File: src/rtl/sign_extend.sv
// ============================================================================
// Module   : sign_extend
// Purpose  : registered RV32I immediate decoder (I/S/B/J formats); the
//            optional U-format override is enabled by the SE_UTYPE_EN macro.
// Revision : 1.0 - initial release
// ============================================================================
`default_nettype none

module sign_extend #(
   parameter logic [31:0] RST_VAL = 32'h0000_0000
) (
   input  logic        clk,
   input  logic        rst_n,
   input  logic [31:0] instr,
   input  logic [1:0]  src,
`ifdef SE_UTYPE_EN
   input  logic        utype,
`endif
   output logic [31:0] immExt
);

   localparam logic [1:0] SRC_I = 2'b00;
   localparam logic [1:0] SRC_S = 2'b01;
   localparam logic [1:0] SRC_B = 2'b10;
   localparam logic [1:0] SRC_J = 2'b11;

   logic [31:0] imm_next;
   logic        sign;

   assign sign = instr[31];

   always_comb begin
      imm_next = {{20{sign}}, instr[31:20]};
      case (src)
         SRC_I: imm_next = {{20{sign}}, instr[31:20]};
         SRC_S: imm_next = {{20{sign}}, instr[31:25], instr[11:7]};
         SRC_B: imm_next = {{19{sign}}, instr[31], instr[7], instr[30:25], instr[11:8], 1'b0};
         SRC_J: imm_next = {{11{sign}}, instr[31], instr[19:12], instr[20], instr[30:21], 1'b0};
         default: imm_next = {{20{sign}}, instr[31:20]};
      endcase
`ifdef SE_UTYPE_EN
      // U-format wins over the src selection
      if (utype) begin
         imm_next = {instr[31:12], 12'b0};
      end
`endif
   end

   always_ff @(posedge clk) begin
      if (!rst_n) begin
         immExt <= RST_VAL;
      end else begin
         immExt <= imm_next;
      end
   end

endmodule

`default_nettype wire

File: config.mk
export PLATFORM = sky130hd
export DESIGN_NAME = sign_extend
export DESIGN_NICKNAME = d
export VERILOG_FILES = /design/src/rtl/sign_extend.sv
export SDC_FILE = /design/constraint.sdc
export NUM_CORES = 1
export LEC_CHECK = 0
export CAP_MARGIN = 20
export CORE_MARGIN = 2
export CORE_UTILIZATION = 28
export DETAILED_ROUTE_END_ITERATION = 16
export PLACE_DENSITY = 0.74
export SLEW_MARGIN = 20
export SYNTH_ARGS = -nofsm -noshare
export SYNTH_HDL_FRONTEND = slang
export SYNTH_SLANG_ARGS = --single-unit
File: constraint.sdc
create_clock -name clk -period 0.8 [get_ports clk]
set_clock_uncertainty 0.05 [all_clocks]
set_input_delay 0.16 -clock clk [delete_from_list [all_inputs] [get_ports clk]]
set_output_delay 0.16 -clock clk [all_outputs]
set_load 0.005 [all_outputs]
==> results.cfg, run 1 <==
[yosys]
ys_types = 15
seq_area_frac_synth_pct = 51.38
synthTopCellsByArea = dfxtp_1 51%, buf_4 10%, mux2i_1 7.3%, a21boi_0 7.3%, and2_1 5.4%
syn_inst = 78
yosys_register_bits = 21
synth_common_cells = 21 x dfxtp_1, 11 x buf_4, 8 x a21boi_0, 8 x nand2_1, 8 x nand3_1
netlist.area_leader.share_pct = 51.38
yosysMostFrequentCell = dfxtp_1
synth_edf_count = 0
avgSynthCellArea_sq_um = 10.49
synth_ff_type = dfxtp_1
synth_top_area_cell = dfxtp_1
synth_area_sq_um = 818.3
synth_nets = 114
async_flop_share_pct = 0
yosysWarnings = 0

[sta]
period_minus_slack_ns = 1.115
finalMaxSlewViolations = 0
setup_viol = 32
hold_slack_ns = 0.1643
postLayoutSetupSlackWorst_ns = -0.3153
fmax_ghz = 0.8966
fin_crit_sh_pct = 139.4
maxSlewHeadroom_pct = 88.74
fin_setup_tns_ns = -6.475
rsz0062_at_grt = yes
timing_hold_violations_final = 0
worstMarginPinSlew_ns = 0.1642

[power]
ir_drop_mv = 0.7365
sw_frac_of_total_pct = 23.18
p_clk_share_pct = 23.8
switching_power_w = 0.0004868
comb_power_share_pct = 22.1
p_per_area_nw_per_um2 = 1549
seqPwrFrac_pct = 54.1
p_leak_nw = 0.6402
power_w = 0.002100
power.internal_w = 0.001614

[drt]
wire_per_inst_microns = 12.17
finalWirelength_mm = 2.032
vias_per_cell = 4.407
detail-route-antenna-nets = 0
firstDrtPassIters = 3
vias = 736
drcViolationCount = 0
drt_iter0_drc = 14

[global_routing]
track_usage_pct = 11.98
grt_start_max_net_pins = 13
grt_antenna_before_repair = 0
grt-ovfl-total = 0
grt_pass1_wl_mm = 3.036
grt_pass1_vias = 719

[place]
numPortBuffers = 60
dpl.hpwl_mm = 1.631
place.gp.congestion = 0.6491
place_ws_ns = -0.5525

[final_layout]
n_antenna_cell = 0
post-route-util_pct = 49.18
drive_gt1_share_pct = 40.44
regMostFlops = immExt
largest_reg_flops = 21
synthToLayoutAreaGrowth_pct = 65.75
num-nets-final = 173
reg.largest.list = immExt x21
nFillCells = 265

[critical_path]
end_kind = primary output
cpMaxStageDelayCell = dfxtp_4
cp_top_family = flip-flops
crit_type = reg2out
cp.buffers_inverters = 2
slowest_delay_ns = 0.37
required_ns = 0.59
cp_max_fo = 6
path_cells = buf_12 -> buf_6
arrival_ns = 0.91
setup.worst_path.start_class = flip-flop

[run_status]
outcome = finished, violations left
violations = setup timing

[die]
die_h_microns = 58.06
die_x_microns = 58.06
ios = 68
start_util_pct = 29.67
dieArea_sq_um = 3371
core_area_sq_um = 2758
rows = 19

[clocking]
numCtsBuffers = 3
cts_hold_buf = 0
clk_pin_slew_worst_paths_ns = 0.12
clockBufferDepth = 2
root_buffer = clkbuf_4
cts_tree = built
htreeDepth = 1
clock-sinks = 21

[run]
maxCapViolations = 0

[min_path]
hp-class = in2reg
## worst paths after layout
path                   start          to  slack (ns)  cells past startpoint
hold / removal        src[1]   immExt[0]        0.16                      3
setup / recovery  immExt[30]  immExt[22]       -0.32                      2
## stage by stage
| step | instance area, sq um | std cells |
|---|---|---|
| finish | 1356 | 167 |
| global route | 1356 | 167 |
| CTS | 1349 | 167 |
| detailed placement | 1396 | 161 |
| global placement | 1396 | 161 |
| floorplan | 819.5 | 78 |
## per-layer routing
layer	wire length [microns]	part of all wire, %	track usage, %	up-vias
met2	1114	55	23.86	40
met1	707	35	11.29	333
met5	0	0	0	-
met3	211	10	3.795	0
met4	0	0	3.987	0
li1	-	-	-	363
## cell type report
type	count	area [sq um]	share of cell area, %
Timing Repair Buffer	69	571.8	42.16
Multi-Input combinational cell	42	289.0	21.31
Tap cell	31	38.79	2.860
Sequential cell	21	430.4	31.73
Clock buffer	4	26.28	1.937
## repair_timing
item | CTS | global route
setup endpoints to repair | 47 | 41
endpoints found under the hold margin | 0 | 0
gates resized for setup | 146 | 8
setup buffers | 2 | 0
## cells by family (layout without fill, tap and decap cells)
kind of cell | count (synthesis) | in the layout | share of synthesized area, %
mux | 6 | 6 | 7.340
compound gates | 11 | 11 | 9.785
simple gates | 24 | 24 | 15.44
buf+inv | 15 | 73 | 14.07
xor+xnor | 1 | 1 | 1.988
flops | 21 | 21 | 51.38
## power by group through the flow
stage / sequential (W) / clock [W] / combinational (W)
2_1_floorplan: 0.00117 / 0 / 0.000166
3_3_place_gp: 0.00116 / 0 / 0.000501
3_5_place_dp: 0.00117 / 0 / 0.000512
4_1_cts: 0.00114 / 0.000532 / 0.000467
5_1_grt: 0.00114 / 0.000573 / 0.000502
6_report: 0.00114 / 0.000500 / 0.000463
## layout by cell type (no fill, tap or decap), types with 2 or more instances in the layout
master           synthesis  final
nand3_1                  8      8
dfxtp_1                 21     15
buf_2                    1     23
clkbuf_4                 0      3
clkbuf_2                 1      2
clkdlybuf4s50_1          0     24
nand2_1                  8      8
mux2i_1                  6      6
buf_6                    2     11
dlygate4sd2_1            0      2
buf_4                   11      6
a21boi_0                 8      7
and2_1                   7      7
dfxtp_2                  0      5
No activity file was read; power rests on OpenSTA's default activity.
==> run 2: changes to the inputs <==
--- a/config.mk
+++ b/config.mk
@@ -7,9 +7,10 @@
 export LEC_CHECK = 0
 export CAP_MARGIN = 20
 export CORE_MARGIN = 2
-export CORE_UTILIZATION = 28
+export CORE_UTILIZATION = 32
 export DETAILED_ROUTE_END_ITERATION = 16
-export PLACE_DENSITY = 0.74
+export DONT_BUFFER_PORTS = 1
+export PLACE_DENSITY = 0.47
 export SLEW_MARGIN = 20
 export SYNTH_ARGS = -nofsm -noshare
 export SYNTH_HDL_FRONTEND = slang
==> run 2 against run 1 <==
Net effect:
- the run ends with hold timing, setup timing left
- clock power about the same
- flip-flop and latch count unchanged
- count of clock-buffer cells in the layout unchanged
- setup slack better by 0.11 ns
- non-clock buffer count down 52
- critical path depth down 1
- hold slack worse by 0.31 ns
- first-iteration DRC count down 79%
- total power down 12%
- die area down 12%
- via count down 28%
- final cell count down 32%
- largest power group unchanged
==> results.cfg, run 2 (same netlist as run 1, synthesis figures left out) <==
[critical_path]
required_ns = 0.59
cp_max_fo = 12
cp_top_family = flip-flops
crit_type = reg2out
worstSetupEndpoint = immExt[20]
cp.buffers_inverters = 1
crit_start = immExt[30]
slowest_delay_ns = 0.36
end_kind = primary output
cpMaxStageDelayCell = dfxtp_2
path_cells = buf_12
cp.depth = 1
setup.worst_path.start_class = flip-flop
arrival_ns = 0.79

[drt]
drt_iter0_drc = 3
wire_per_inst_microns = 14.18
vias = 528
drcViolationCount = 0
vias_per_cell = 4.632
detail-route-antenna-nets = 0
finalWirelength_mm = 1.616
firstDrtPassIters = 3

[global_routing]
grt_pass1_vias = 511
grt_start_max_net_pins = 26
track_usage_pct = 11.70
grt_antenna_before_repair = 0
grt_pass1_wl_mm = 2.318
grt-ovfl-total = 0

[clocking]
cts_tree = built
clockBufferDepth = 2
cts_setup_buffers = 0
numCtsBuffers = 3
htreeDepth = 1
clk_pin_slew_worst_paths_ns = 0.11
clock-sinks = 21
root_buffer = clkbuf_4

[die]
core_area_sq_um = 2455
start_util_pct = 33.33
die_h_microns = 54.57
ios = 68
rows = 18
dieArea_sq_um = 2978
die_x_microns = 54.57

[power]
p_clk_share_pct = 27.0
seqPwrFrac_pct = 62.7
sw_frac_of_total_pct = 21.92
p_per_area_nw_per_um2 = 1912
comb_power_share_pct = 10.3
p_leak_nw = 0.3982
ir_drop_mv = 0.8541
switching_power_w = 0.0004069
power.internal_w = 0.001450
power_w = 0.001857

[final_layout]
mostFrequentLayoutCell = dfxtp_2
synthToLayoutAreaGrowth_pct = 18.65
num-nets-final = 121
post-route-util_pct = 39.55
drive_gt1_share_pct = 34.52
n_antenna_cell = 0
final_cell_mix = 21 x dfxtp_2, 15 x dlygate4sd3_1, 8 x nand3_1, 8 x a21boi_0, 8 x nand2_1
reg.largest.list = immExt x21
nFillCells = 251
regMostFlops = immExt
largest_reg_flops = 21

[sta]
period_minus_slack_ns = 1.003
fin_crit_sh_pct = 125.4
worstMarginPinSlew_ns = 0.1669
timing_hold_violations_final = 15
finalMaxSlewViolations = 0
hold_slack_ns = -0.1410
maxSlewHeadroom_pct = 88.55
postLayoutSetupSlackWorst_ns = -0.2031
fmax_ghz = 0.9969
setup_viol = 32
rsz0062_at_grt = yes

[place]
dpl.hpwl_mm = 1.012
place_ws_ns = 0.04766
place.gp.congestion = 0.5721
numPortBuffers = 0

[min_path]
hp-class = in2reg

[run]
maxCapViolations = 0

[run_status]
outcome = finished, violations left
violations = hold timing, setup timing
==> run 2: cell count changes in the layout (fill, tap and decap cells not counted), moves of 2 or more <==
cell	change
buf_4	-5
dfxtp_1	-15
dlygate4sd2_1	-2
buf_2	-23
buf_6	-11
dfxtp_2	+16
clkbuf_2	-2
dlygate4sd3_1	+15
clkdlybuf4s50_1	-24
==> run 2: timing repair <==
action                                  in CTS  in global routing
hold buffers                                15                  1
gates cloned                                 0                  0
endpoints found under the hold margin       21                 15
endpoints found under the setup margin      32                 33
gates resized for setup                     20                  0
==> run 2: layout make-up <==
cell class | count | area [sq um] | share of cell area [%]
flip-flops and latches | 21 | 446.7 | 46.01
multi-input cells | 42 | 282.8 | 29.12
repair buffers | 17 | 177.7 | 18.30
well taps | 30 | 37.54 | 3.866
clock buffers | 4 | 26.28 | 2.706
==> run 2: worst min path at each step <==
stage              start          to  depth (start not counted)
2_1_floorplan  instr[31]  immExt[30]                          1
3_3_place_gp      src[1]   immExt[0]                          1
3_5_place_dp      src[1]   immExt[0]                          1
4_1_cts           src[1]   immExt[0]                          1
5_1_grt           src[1]   immExt[0]                          1
6_report          src[1]   immExt[0]                          1
==> run 2: power by group through the flow <==
stage               registers (W)  logic (W)  clock network, W
floorplan                 0.00117   0.000166                 0
global placement          0.00118   0.000132                 0
detailed placement        0.00118   0.000136                 0
CTS                       0.00117   0.000193          0.000537
global route              0.00117   0.000219          0.000567
finish                    0.00116   0.000191          0.000502
==> run 2: stage by stage <==
| step | cell area, sq um | setup TNS, ns | std cells |
|---|---|---|---|
| 2_1_floorplan | 819.5 | 0 | 78 |
| 3_3_place_gp | 769.5 | 0 | 95 |
| 3_5_place_dp | 769.5 | 0 | 95 |
| 4_1_cts | 970.9 | -3.998 | 114 |
| 5_1_grt | 970.9 | -4.741 | 114 |
| 6_report | 970.9 | -3.367 | 114 |
==> run 2: routing by layer <==
layer  wire, microns  share of wire [%]  GRT usage [%]
met1             573                 35          13.37
met5               0                  0              0
met2             910                 56          18.88
met4              19                1.2          7.500
met3             113                7.0          3.552
==> run 3: changes to the inputs <==
--- a/config.mk
+++ b/config.mk
@@ -11,7 +11,9 @@
 export DETAILED_ROUTE_END_ITERATION = 16
 export DONT_BUFFER_PORTS = 1
 export PLACE_DENSITY = 0.47
+export SKIP_LAST_GASP = 1
 export SLEW_MARGIN = 20
 export SYNTH_ARGS = -nofsm -noshare
 export SYNTH_HDL_FRONTEND = slang
 export SYNTH_SLANG_ARGS = --single-unit
+export TNS_END_PERCENT = 30
==> run 3 against run 2 <==
Net effect:
- via count is 0.38% higher
- critical path type unchanged
- sequential share of layout area is 1.9 points lower
- largest cell class unchanged
- the run still ends with hold timing, setup timing left
- largest power group unchanged
- clock power hardly changed
- combinational power is 3% higher
- global-route usage is 0.057 points lower
- setup slack worse by 0.0022 ns
- routed wire length is 0.93% lower
- final area is 1.5% lower
- count of clock-buffer cells in the layout stayed put
- final cell count is 0.88% higher
==> results.cfg, run 3 (same netlist as run 1, synthesis figures left out) <==
[power]
power_w = 0.001848
p_per_area_nw_per_um2 = 1933
ir_drop_mv = 0.8243
p_leak_nw = 0.3981

[min_path]
hp-start = src[1]
worstHoldEndpoint = immExt[0]
hp-class = in2reg
hold_depth = 1

[sta]
fmax_ghz = 0.9947
worstMarginPinSlew_ns = 0.1674
hold_slack_ns = -0.1324
fin_crit_sh_pct = 125.7
finalMaxSlewViolations = 0
period_minus_slack_ns = 1.005
rsz0062_at_grt = yes
maxSlewHeadroom_pct = 88.52
setup_viol = 32
postLayoutSetupSlackWorst_ns = -0.2053
timing_hold_violations_final = 14

[final_layout]
num-nets-final = 122
largest_reg_flops = 21
synthToLayoutAreaGrowth_pct = 16.82
nFillCells = 254
drive_gt1_share_pct = 10.59
instances_no_fill = 115
reg.largest.list = immExt x21
n_antenna_cell = 0
final_cell_mix = 20 x dfxtp_1, 16 x dlygate4sd3_1, 8 x nand3_1, 8 x a21boi_0, 8 x nand2_1
regMostFlops = immExt
post-route-util_pct = 38.94
mostFrequentLayoutCell = dfxtp_1

[global_routing]
grt-ovfl-total = 0
track_usage_pct = 11.65
grt-busiest-layer = met2
grt_pass1_vias = 508
use_met3_pct = 3.552
grt_antenna_before_repair = 0
met2_usage_pct = 18.67
grt_start_max_net_pins = 26
grt_pass1_wl_mm = 2.304
use_met1_pct = 13.37

[drt]
drt_iter0_drc = 5
finalWirelength_mm = 1.601
vias = 530
detail-route-antenna-nets = 0
vias_per_cell = 4.609
wire_per_inst_microns = 13.92
firstDrtPassIters = 3
drcViolationCount = 0

[critical_path]
cpMaxStageDelayCell = dfxtp_2
crit_type = reg2out
cp_top_family = flip-flops
cp.buffers_inverters = 1
arrival_ns = 0.80
path_cells = buf_12
cp_max_fo = 12
setup.worst_path.start_class = flip-flop
end_kind = primary output
slowest_delay_ns = 0.36
required_ns = 0.59

[place]
dpl.cell_count = 95
place.gp.congestion = 0.5721
numPortBuffers = 0
place_ws_ns = 0.04766
dpl.hpwl_mm = 1.012

[die]
ios = 68
dieArea_sq_um = 2978
start_util_pct = 33.33
rows = 18
die_x_microns = 54.57
core_area_sq_um = 2455
die_h_microns = 54.57

[clocking]
cts_setup_buffers = 0
numCtsBuffers = 3
clockBufferDepth = 2
htreeDepth = 1
clk_pin_slew_worst_paths_ns = 0.12
cts_resized = 0
root_buffer = clkbuf_4
cts_tree = built
clock-sinks = 21

[run_status]
violations = hold timing, setup timing
outcome = finished, violations left

[run]
maxCapViolations = 0
==> run 3: cell count changes in the layout (fill, tap and decap cells not counted) <==
cell           change
dfxtp_1           +20
dfxtp_2           -20
dlygate4sd3_1      +1
==> run 3: layout make-up <==
cell class	count	area (sq um)	area share, %
clock buffer	4	26.28	2.749
multi-input combinational	42	282.8	29.58
sequential	21	421.7	44.11
tap	30	37.54	3.927
timing repair buffer	18	187.7	19.63
==> run 3: worst max-delay path by stage <==
stage | depth (start not counted) | endpoint | start | slack (ns)
after global placement | 3 | immExt[3] | src[0] | 0.06
after floorplan | 1 | immExt[21] | immExt[30] | 0.06
after detailed placement | 3 | immExt[2] | src[0] | 0.05
after global routing | 1 | immExt[24] | immExt[30] | -0.26
final | 1 | immExt[20] | immExt[30] | -0.21
after CTS | 1 | immExt[20] | immExt[30] | -0.22
==> run 3: timing repair <==
action / in CTS / in global routing
hold buffers: 15 / 1
endpoints found under the setup margin: 32 / 33
hold endpoints to repair: 21 / 14
pin swaps: 0 / 0
==> run 3: routing by layer <==
| metal | wire length (microns) | vias to the layer above |
|---|---|---|
| met2 | 899 | 20 |
| met3 | 112 | 2 |
| met1 | 569 | 248 |
| met5 | 0 | - |
| li1 | - | 260 |
| met4 | 19 | 0 |
==> run 3: where the power goes <==
part / switching (W) / leakage, nW / internal [W]
combinational: 0.0000649 / 0.208 / 0.000131
sequential: 0.0000344 / 0.175 / 0.00112
clock: 0.000307 / 0.0150 / 0.000194
==> run 3: metrics by stage <==
stage          area (sq um)  TNS [ns]
4_1_cts               945.9    -4.134
2_1_floorplan         819.5         0
6_report              955.9    -3.492
3_5_place_dp          769.5         0
5_1_grt               955.9    -4.962
3_3_place_gp          769.5         0
